**src/rtl/queue_rr_scheduler.sv**
```systemverilog
// Round-robin scheduler draining NREQ source queues into one registered output,
// letting a granted source keep the grant for up to QUANTUM consecutive pops.
module queue_rr_scheduler #(
    parameter int WIDTH   = 8,
    parameter int NREQ    = 4,
    parameter int SRCW    = 2,
    parameter int QUANTUM = 4
) (
    input  logic                  clk,
    input  logic                  rst,
    input  logic [NREQ-1:0]       src_valid,
    input  logic [NREQ*WIDTH-1:0] src_data,
    output logic [NREQ-1:0]       src_re,
    input  logic [NREQ-1:0]       src_enable,
    output logic                  out_valid,
    output logic [WIDTH-1:0]      out_data,
    output logic [SRCW-1:0]       out_src,
    input  logic                  out_ready,
    output logic                  busy
);

    localparam int CW = (QUANTUM > 1) ? $clog2(QUANTUM) : 1;

    typedef enum logic {IDLE, BURST} state_t;

    state_t          state, state_nxt;
    logic [SRCW-1:0] cur, cur_nxt, ptr, ptr_nxt;
    logic [CW-1:0]   burst_cnt, cnt_nxt;
    logic [NREQ-1:0] elig;
    logic            load, keep, found, grant;
    logic [SRCW-1:0] found_idx, grant_idx;

    assign elig = src_valid & src_enable;
    assign load = ~out_valid | out_ready;
    assign keep = (state == BURST) && elig[cur] && (int'(burst_cnt) < QUANTUM - 1);

    // Search starts just after ptr, so the current holder is considered last and
    // is only regranted when nobody else is eligible.
    always_comb begin
        int              idx;
        logic [SRCW-1:0] j;
        found     = 1'b0;
        found_idx = '0;
        idx       = 0;
        j         = '0;
        for (int k = 1; k <= NREQ; k++) begin
            idx = (int'(ptr) + k) % NREQ;
            j   = SRCW'(idx);
            if (!found && elig[j]) begin
                found     = 1'b1;
                found_idx = j;
            end
        end
    end

    // No pops while reset is held, even though the reset state looks idle.
    assign grant     = rst & load & (keep | found);
    assign grant_idx = keep ? cur : found_idx;

    always_ff @(posedge clk or negedge rst) begin
        if (!rst) begin
            state     <= IDLE;
            cur       <= '0;
            ptr       <= SRCW'(NREQ - 1);
            burst_cnt <= '0;
            out_valid <= 1'b0;
            out_data  <= '0;
            out_src   <= '0;
        end else begin
            state     <= state_nxt;
            cur       <= cur_nxt;
            ptr       <= ptr_nxt;
            burst_cnt <= cnt_nxt;
            if (load) begin
                if (grant) begin
                    out_valid <= 1'b1;
                    out_data  <= src_data[int'(grant_idx)*WIDTH +: WIDTH];
                    out_src   <= grant_idx;
                end else begin
                    out_valid <= 1'b0;
                end
            end
        end
    end

    always_comb begin
        state_nxt = state;
        cur_nxt   = cur;
        ptr_nxt   = ptr;
        cnt_nxt   = burst_cnt;
        if (load) begin
            if (keep) begin
                cnt_nxt = burst_cnt + CW'(1);
            end else if (found) begin
                state_nxt = BURST;
                cur_nxt   = found_idx;
                ptr_nxt   = found_idx;
                cnt_nxt   = '0;
            end else begin
                state_nxt = IDLE;
                cnt_nxt   = '0;
            end
        end
    end

    always_comb begin
        src_re = '0;
        if (grant) src_re[grant_idx] = 1'b1;
        busy = (state == BURST) || out_valid;
    end

endmodule
```
**config.mk**
```make
export PLATFORM = sky130hd
export DESIGN_NAME = queue_rr_scheduler
export DESIGN_NICKNAME = d
export VERILOG_FILES = /design/src/rtl/queue_rr_scheduler.sv
export SDC_FILE = /design/constraint.sdc
export NUM_CORES = 1
export LEC_CHECK = 0
export CAP_MARGIN = 0
export CELL_PAD_IN_SITES_DETAIL_PLACEMENT = 1
export CELL_PAD_IN_SITES_GLOBAL_PLACEMENT = 1
export CORE_MARGIN = 5
export CORE_UTILIZATION = 30
export DETAILED_ROUTE_END_ITERATION = 6
export PLACE_DENSITY = 0.91
export SLEW_MARGIN = 10
export SYNTH_ARGS = -nofsm -noshare
export SYNTH_HDL_FRONTEND = slang
export SYNTH_SLANG_ARGS = --single-unit
```
**constraint.sdc**
```tcl
create_clock -name clk -period 2.6 [get_ports clk]
set_clock_uncertainty 0.1 [all_clocks]
set_input_delay 0.26 -clock clk [delete_from_list [all_inputs] [get_ports clk]]
set_output_delay 0.26 -clock clk [all_outputs]
set_load 0.02 [all_outputs]
```
==> reports/qor.yml, run 1 <==
outcome: "complete, no violations"
syn_inst: 162
clk_pin_slew_worst_paths_ns: 0.08
die_h_um: 77.4
cp.arrival_ns: 2.20
grt_pass1_wl_um: 8410
finalNonFillerCells: 300
io-pin-count: 59
antenna_found_initial: 0
synth_area_per_cell_um2: 8.41
drt_iter0_drc: 90
peakVddDrop_uv: 306
syn_to_final_growth_pct: 71.3
num_antenna_cells: 0
vias_per_cell: 5.42
critPathKind: "input port to output pin"
drc_errors: 0
critPathCapture: "src_re[3]"
synth_area_leaders: "dfrtp_1 (29%), a21oi_1 (5.9%), mux2i_1 (5.9%)"
syn_nets: 206
coreArea_um2: 4380
hold_violations: 0
yosysTopAreaCellShare_pct: 29.4
die_x_um: 77.4
synth_compound_area_share_pct: 29.3
critical_path_required_ns: 2.24
crit_path_max_fanout: 4
p_leak_nw: 1.04
wl_um: 5290
grt_pass1_vias: 1751
synth_top_family_by_area: "compound AO/OA/AOI/OAI gates"
ys_ff_latch: 18
synthSimpleGateAreaFrac_pct: 24.9
wl_per_cell_um: 17.6
nNetsFinal: 293
clock.fmax_mhz: 390
dp_hpwl_um: 4160
clock_path_buffers: 2
endpoint_kind: "output pin"
period_minus_slack_ns: 2.56
dr.pass1.iters: 4
clock-sinks: 18
ys_seq_area_share_pct: 33.2
drv_cap: 0
cts_htree_levels: 1
gp_congestion: 0.833
synthArstFlopShare_pct: 100
grt_start_max_net_pins: 17
timing.slew.headroom_pct: 36.7
cts-buffers-inserted: 3
yosys_warnings: 0
ant_nets: 0
synth_cell_type_count: 44
synth_area_um2: 1360
dieArea_um2: 5990
drive_gt1_share_pct: 25.0
p_per_area_nw_per_um2: 886
num_rows: 24
synth_xor_xnor_area_share_pct: 0
post-route-period-util_pct: 98.6
worst_r2r_path_depth: 9
overflow: 0
hold_path_class: "input port to async pin"
r2r_start: "cur[0]$_DFFE_PN0P_"
worst_pin_slew_ns: 0.938
wl_met2_um: 2750
met1_length_um: 2230
r2r_end: "out_data[2]$_DFFE_PN0P_"
cts-root-buf: "clkbuf_8"
cts_hold_buffers: 0
critPathLaunch: "src_valid[0]"
yosysTopAreaCell: "dfrtp_1"
synth.mux.area_fraction_pct: 7.53
worstSetupStartpointType: "input port"
place_inst: 293
highest_layer: "met4"
cts_tree: "built"
slew_viol_final: 0
start_util_pct: 31.1
synth_common_cells: "a21oi_1 (16), dfrtp_1 (16), nand2_1 (15), nor2_1 (15), nand3_1 (14)"
synth_edf_count: 0
tns_ns: 0
dr_total_vias: 1627
clock_latency_ns: 0.26
synth_fa_ha_area_share_pct: 0.918
rsz0062_at_grt: "true"
rrSetupSlack_ns: 0.17
grt_usage_pct: 17.2
setup_viol: 0
port_buffers: 58
wl_met3_um: 241
synth_ff_type: "dfrtp_1"
## worst min-delay path by stage
| stage | slack (ns) | endpoint | start | cells after the start |
|---|---|---|---|---|
| floorplan | -0.14 | burst_cnt[0]$_DFFE_PN0N_ | rst | 0 |
| global placement | 0.37 | burst_cnt[1]$_DFFE_PN0N_ | burst_cnt[1]$_DFFE_PN0N_ | 2 |
| detailed placement | 0.38 | out_src[1]$_DFFE_PN0P_ | out_src[1]$_DFFE_PN0P_ | 2 |
| CTS | 0.33 | out_src[1]$_DFFE_PN0P_ | rst | 2 |
| global route | 0.35 | out_src[0]$_DFFE_PN0P_ | rst | 2 |
| finish | 0.32 | out_src[0]$_DFFE_PN0P_ | rst | 2 |
## cell usage in the layout, fill, tap and decap left out, types with 2 or more instances in the layout
master / synthesis / final
clkdlybuf4s50_1: 0 / 51
buf_4: 1 / 35
a21oi_1: 16 / 15
nor2_1: 15 / 15
nand2_1: 15 / 15
dfrtp_1: 16 / 15
nand3_1: 14 / 14
mux2i_1: 8 / 8
a22oi_1: 7 / 7
a31oi_1: 6 / 6
and3_1: 4 / 4
clkbuf_8: 0 / 4
and2_1: 3 / 3
o22ai_1: 3 / 3
o21a_1: 3 / 3
o21ai_0: 3 / 3
dlymetal6s2s_1: 0 / 3
nand3b_1: 2 / 2
nand2b_4: 0 / 2
or2_2: 2 / 2
nor2b_1: 2 / 2
mux2_2: 2 / 2
o31ai_4: 2 / 2
o211ai_1: 2 / 2
o221ai_1: 2 / 2
clkdlybuf4s15_2: 0 / 2
dfstp_2: 2 / 2
## logic make-up after synthesis
kind of cell             count (synthesis)
AND/OR/NAND/NOR                         68
flip-flops                              18
multiplexers                            10
AO/OA/AOI/OAI                           54
buffers and inverters                   11
adder cells (fa/ha/maj)                  1
## state kept, by name, indices dropped and copies added, names as in the netlist
register / flops
out_data: 8
burst_cnt: 2
cur: 2
out_src: 2
ptr: 2
out_valid: 1
state: 1
## routing by layer
| layer | vias to the layer above | global-route usage (%) |
|---|---|---|
| li1 | 785 | - |
| met1 | 793 | 20.0 |
| met2 | 42 | 32.0 |
| met3 | 7 | 2.89 |
| met4 | 0 | 4.81 |
| met5 | - | 0 |
## power by group
group          switching [mW]  total (mW)  internal (mW)
Sequential              0.120       0.535          0.415
Combinational           0.642        1.29          0.652
Clock                   0.104       0.239          0.135
Total                   0.866        2.07           1.20
## final cells by class
type / instances / area (um^2)
Sequential cell: 18 / 454
Tap cell: 52 / 65.1
Fill cell: 530 / 2050
Multi-Input combinational cell: 133 / 911
Timing Repair Buffer: 93 / 848
Clock buffer: 4 / 55.1
## critical path, cell delays in order
cell	delay, ns
clkdlybuf4s50_1	0.45
and2_1	0.23
nor3b_1	0.35
a211o_1	0.17
nor2_1	0.06
or2_4	0.25
nor2_1	0.12
clkdlybuf4s15_1	0.31
## stage by stage
stage / utilization, % / hold slack, ns / power, mW / area [um^2] / setup slack [ns]
after global placement: 50.0 / 0.368 / 1.70 / 2190 / -0.262
final: 53.2 / 0.320 / 2.07 / 2330 / 0.0365
after global routing: 53.2 / 0.347 / 2.21 / 2330 / -0.0829
after detailed placement: 50.0 / 0.378 / 1.75 / 2190 / -0.338
after floorplan: - / -0.136 / 1.20 / 1360 / 0.374
after CTS: 51.6 / 0.325 / 2.01 / 2260 / 0.00355
## repair_timing
item | 4_1_cts | 5_1_grt
endpoints found under the setup margin | 4 | 4
buffers inserted | 1 | 2
resized for setup | 12 | 12
pin swaps | 1 | 3
Power figures use the tool's default switching activity.
==> run 2, diff against run 1 <==
--- a/config.mk
+++ b/config.mk
@@ -5,14 +5,13 @@
 export SDC_FILE = /design/constraint.sdc
 export NUM_CORES = 1
 export LEC_CHECK = 0
-export CAP_MARGIN = 0
+export CAP_MARGIN = 40
 export CELL_PAD_IN_SITES_DETAIL_PLACEMENT = 1
 export CELL_PAD_IN_SITES_GLOBAL_PLACEMENT = 1
 export CORE_MARGIN = 5
 export CORE_UTILIZATION = 30
 export DETAILED_ROUTE_END_ITERATION = 6
 export PLACE_DENSITY = 0.91
-export SLEW_MARGIN = 10
 export SYNTH_ARGS = -nofsm -noshare
 export SYNTH_HDL_FRONTEND = slang
 export SYNTH_SLANG_ARGS = --single-unit
==> results of run 2 <==
No change in the layout: final DEF, timing and power equal those of run 1.
==> run 3, diff against run 2 <==
--- a/config.mk
+++ b/config.mk
@@ -5,6 +5,7 @@
 export SDC_FILE = /design/constraint.sdc
 export NUM_CORES = 1
 export LEC_CHECK = 0
+export ABC_CLOCK_PERIOD_IN_PS = 2600
 export CAP_MARGIN = 40
 export CELL_PAD_IN_SITES_DETAIL_PLACEMENT = 1
 export CELL_PAD_IN_SITES_GLOBAL_PLACEMENT = 1
@@ -12,6 +13,7 @@
 export CORE_UTILIZATION = 30
 export DETAILED_ROUTE_END_ITERATION = 6
 export PLACE_DENSITY = 0.91
+export SKIP_CTS_REPAIR_TIMING = 1
 export SYNTH_ARGS = -nofsm -noshare
 export SYNTH_HDL_FRONTEND = slang
 export SYNTH_SLANG_ARGS = --single-unit
==> run 3 against run 2 <==
Net effect: clock power is essentially flat; wire length fell by 3.7%; global-route usage down 0.28 points; critical path type is now flip-flop to output pin; non-clock buffer count is 2 lower; hold slack improved by 0.0027 ns.
==> reports/qor.yml, run 3 (same netlist as run 1, synthesis figures left out) <==
outcome: "complete, no violations"
hold_violations: 0
cp.arrival_ns: 2.15
layout_common_cells: "clkdlybuf4s50_1 (54), buf_4 (33), dfrtp_1 (16)"
period_minus_slack_ns: 2.51
critPathBufInv: 1
slowest_delay_ns: 0.52
wl_per_cell_um: 17.1
grt_start_max_net_pins: 17
cts-buffers-inserted: 3
layout_setup_ws_ns: 0.0939
peakVddDrop_uv: 305
cts_htree_levels: 1
num_rows: 24
p_sw_mw: 0.839
setup_viol: 0
clock_path_buffers: 2
drive_gt1_share_pct: 22.8
crit_chain: "ha_1 -> nand2b_1 -> or4_1 -> nand2_1 -> or2_4 -> and3_1 -> clkbuf_2"
pre_cts_slack_ns: -0.338
tns_ns: 0
cpMaxStageDelayCell: "or4_1"
coreArea_um2: 4380
die_x_um: 77.4
grt_pass1_vias: 1736
syn_to_final_growth_pct: 65.7
grt_pass1_wl_um: 8320
largest_register_ffs: 8
nNetsFinal: 291
gp_congestion: 0.833
cts_tree: "built"
grt_usage_pct: 16.9
dieArea_um2: 5990
clkPwrFrac_pct: 12.0
drc_errors: 0
post-route-period-util_pct: 96.4
drt_iter0_drc: 93
critPathKind: "flip-flop to output pin"
worstSetupStartpointType: "flip-flop"
clk_pin_slew_worst_paths_ns: 0.08
hold_path_class: "input port to async pin"
wl_um: 5100
layout_commonest_cell: "clkdlybuf4s50_1"
place_inst: 293
cp_top_family: "simple AND/OR/NAND/NOR gates"
die_h_um: 77.4
drv_cap: 0
ant_nets: 0
slew_viol_final: 0
cts-root-buf: "clkbuf_8"
p_seq_share_pct: 26.3
combPwrFrac_pct: 61.7
p_per_area_nw_per_um2: 891
finalNonFillerCells: 298
rsz0062_at_grt: "false"
worst_pin_slew_ns: 0.966
antenna_found_initial: 0
clock_latency_ns: 0.25
io-pin-count: 59
clock-sinks: 18
dr_total_vias: 1584
start_util_pct: 31.1
dr.pass1.iters: 4
switching_share_pct: 41.7
port_buffers: 58
overflow: 0
p_leak_nw: 0.989
vias_per_cell: 5.32
dp_hpwl_um: 4160
timing.slew.headroom_pct: 34.8
crit_path_max_fanout: 4
top_register: "out_data"
num_antenna_cells: 0
endpoint_kind: "output pin"
internal-power_mw: 1.17
critical_path_required_ns: 2.24
clock.fmax_mhz: 399
holdWs_ns: 0.323
==> run 3: changes by cell type in the layout (fill, tap and decap cells not counted), moves of 2 or more <==
cell	previous run	this run
nand2b_1	1	3
clkbuf_2	1	4
clkdlybuf4s50_1	51	54
buf_4	35	33
dlymetal6s2s_1	3	0
nand2b_4	2	0
clkdlybuf4s15_2	2	0
==> run 3: power groups by stage <==
| stage | Clock [mW] | Sequential [mW] | Combinational (mW) |
|---|---|---|---|
| after detailed placement | 0 | 0.529 | 1.22 |
| after CTS | 0.239 | 0.523 | 1.23 |
| after floorplan | 0 | 0.599 | 0.598 |
| final | 0.241 | 0.529 | 1.24 |
| after global placement | 0 | 0.519 | 1.18 |
| after global routing | 0.258 | 0.549 | 1.34 |
==> run 3: per-layer routing <==
metal	vias up	share of wire [%]	track usage, %	wire length [um]
met4	0	1.2	4.64	61
met1	756	42	19.6	2160
li1	780	-	-	-
met2	43	52	31.6	2660
met5	-	0	0	0
met3	5	4.2	2.78	215
==> run 3: cell type report <==
| cell class | count | area [um^2] |
|---|---|---|
| clock buffer | 4 | 55.1 |
| sequential | 18 | 453 |
| fill | 541 | 2130 |
| multi-input combinational | 133 | 877 |
| timing repair buffer | 91 | 808 |
| tap | 52 | 65.1 |
==> run 3: metrics by stage <==
stage                     utilization [%]  total power, mW  instance area, um^2
final                                51.5             2.01                 2260
after global routing                 51.5             2.15                 2260
after CTS                            51.3             1.99                 2250
after detailed placement             50.0             1.75                 2190
after global placement               50.0             1.70                 2190
after floorplan                         -             1.20                 1360
==> run 3: worst paths after layout <==
check / startpoint / to / slack (ns) / cells past startpoint
worst max register to register: cur[0]$_DFFE_PN0P_ / out_data[4]$_DFFE_PN0P_ / 0.32 / 8
worst max-delay path: burst_cnt[0]$_DFFE_PN0N_ / src_re[0] / 0.09 / 7
worst min register to register: out_src[1]$_DFFE_PN0P_ / out_src[1]$_DFFE_PN0P_ / 0.39 / 2
max in group asynchronous: rst / ptr[1]$_DFFE_PN1P_ / 1.86 / 2
min in group clk: out_src[1]$_DFFE_PN0P_ / out_src[1]$_DFFE_PN0P_ / 0.39 / 2
worst min-delay path: rst / out_data[0]$_DFFE_PN0P_ / 0.32 / 2
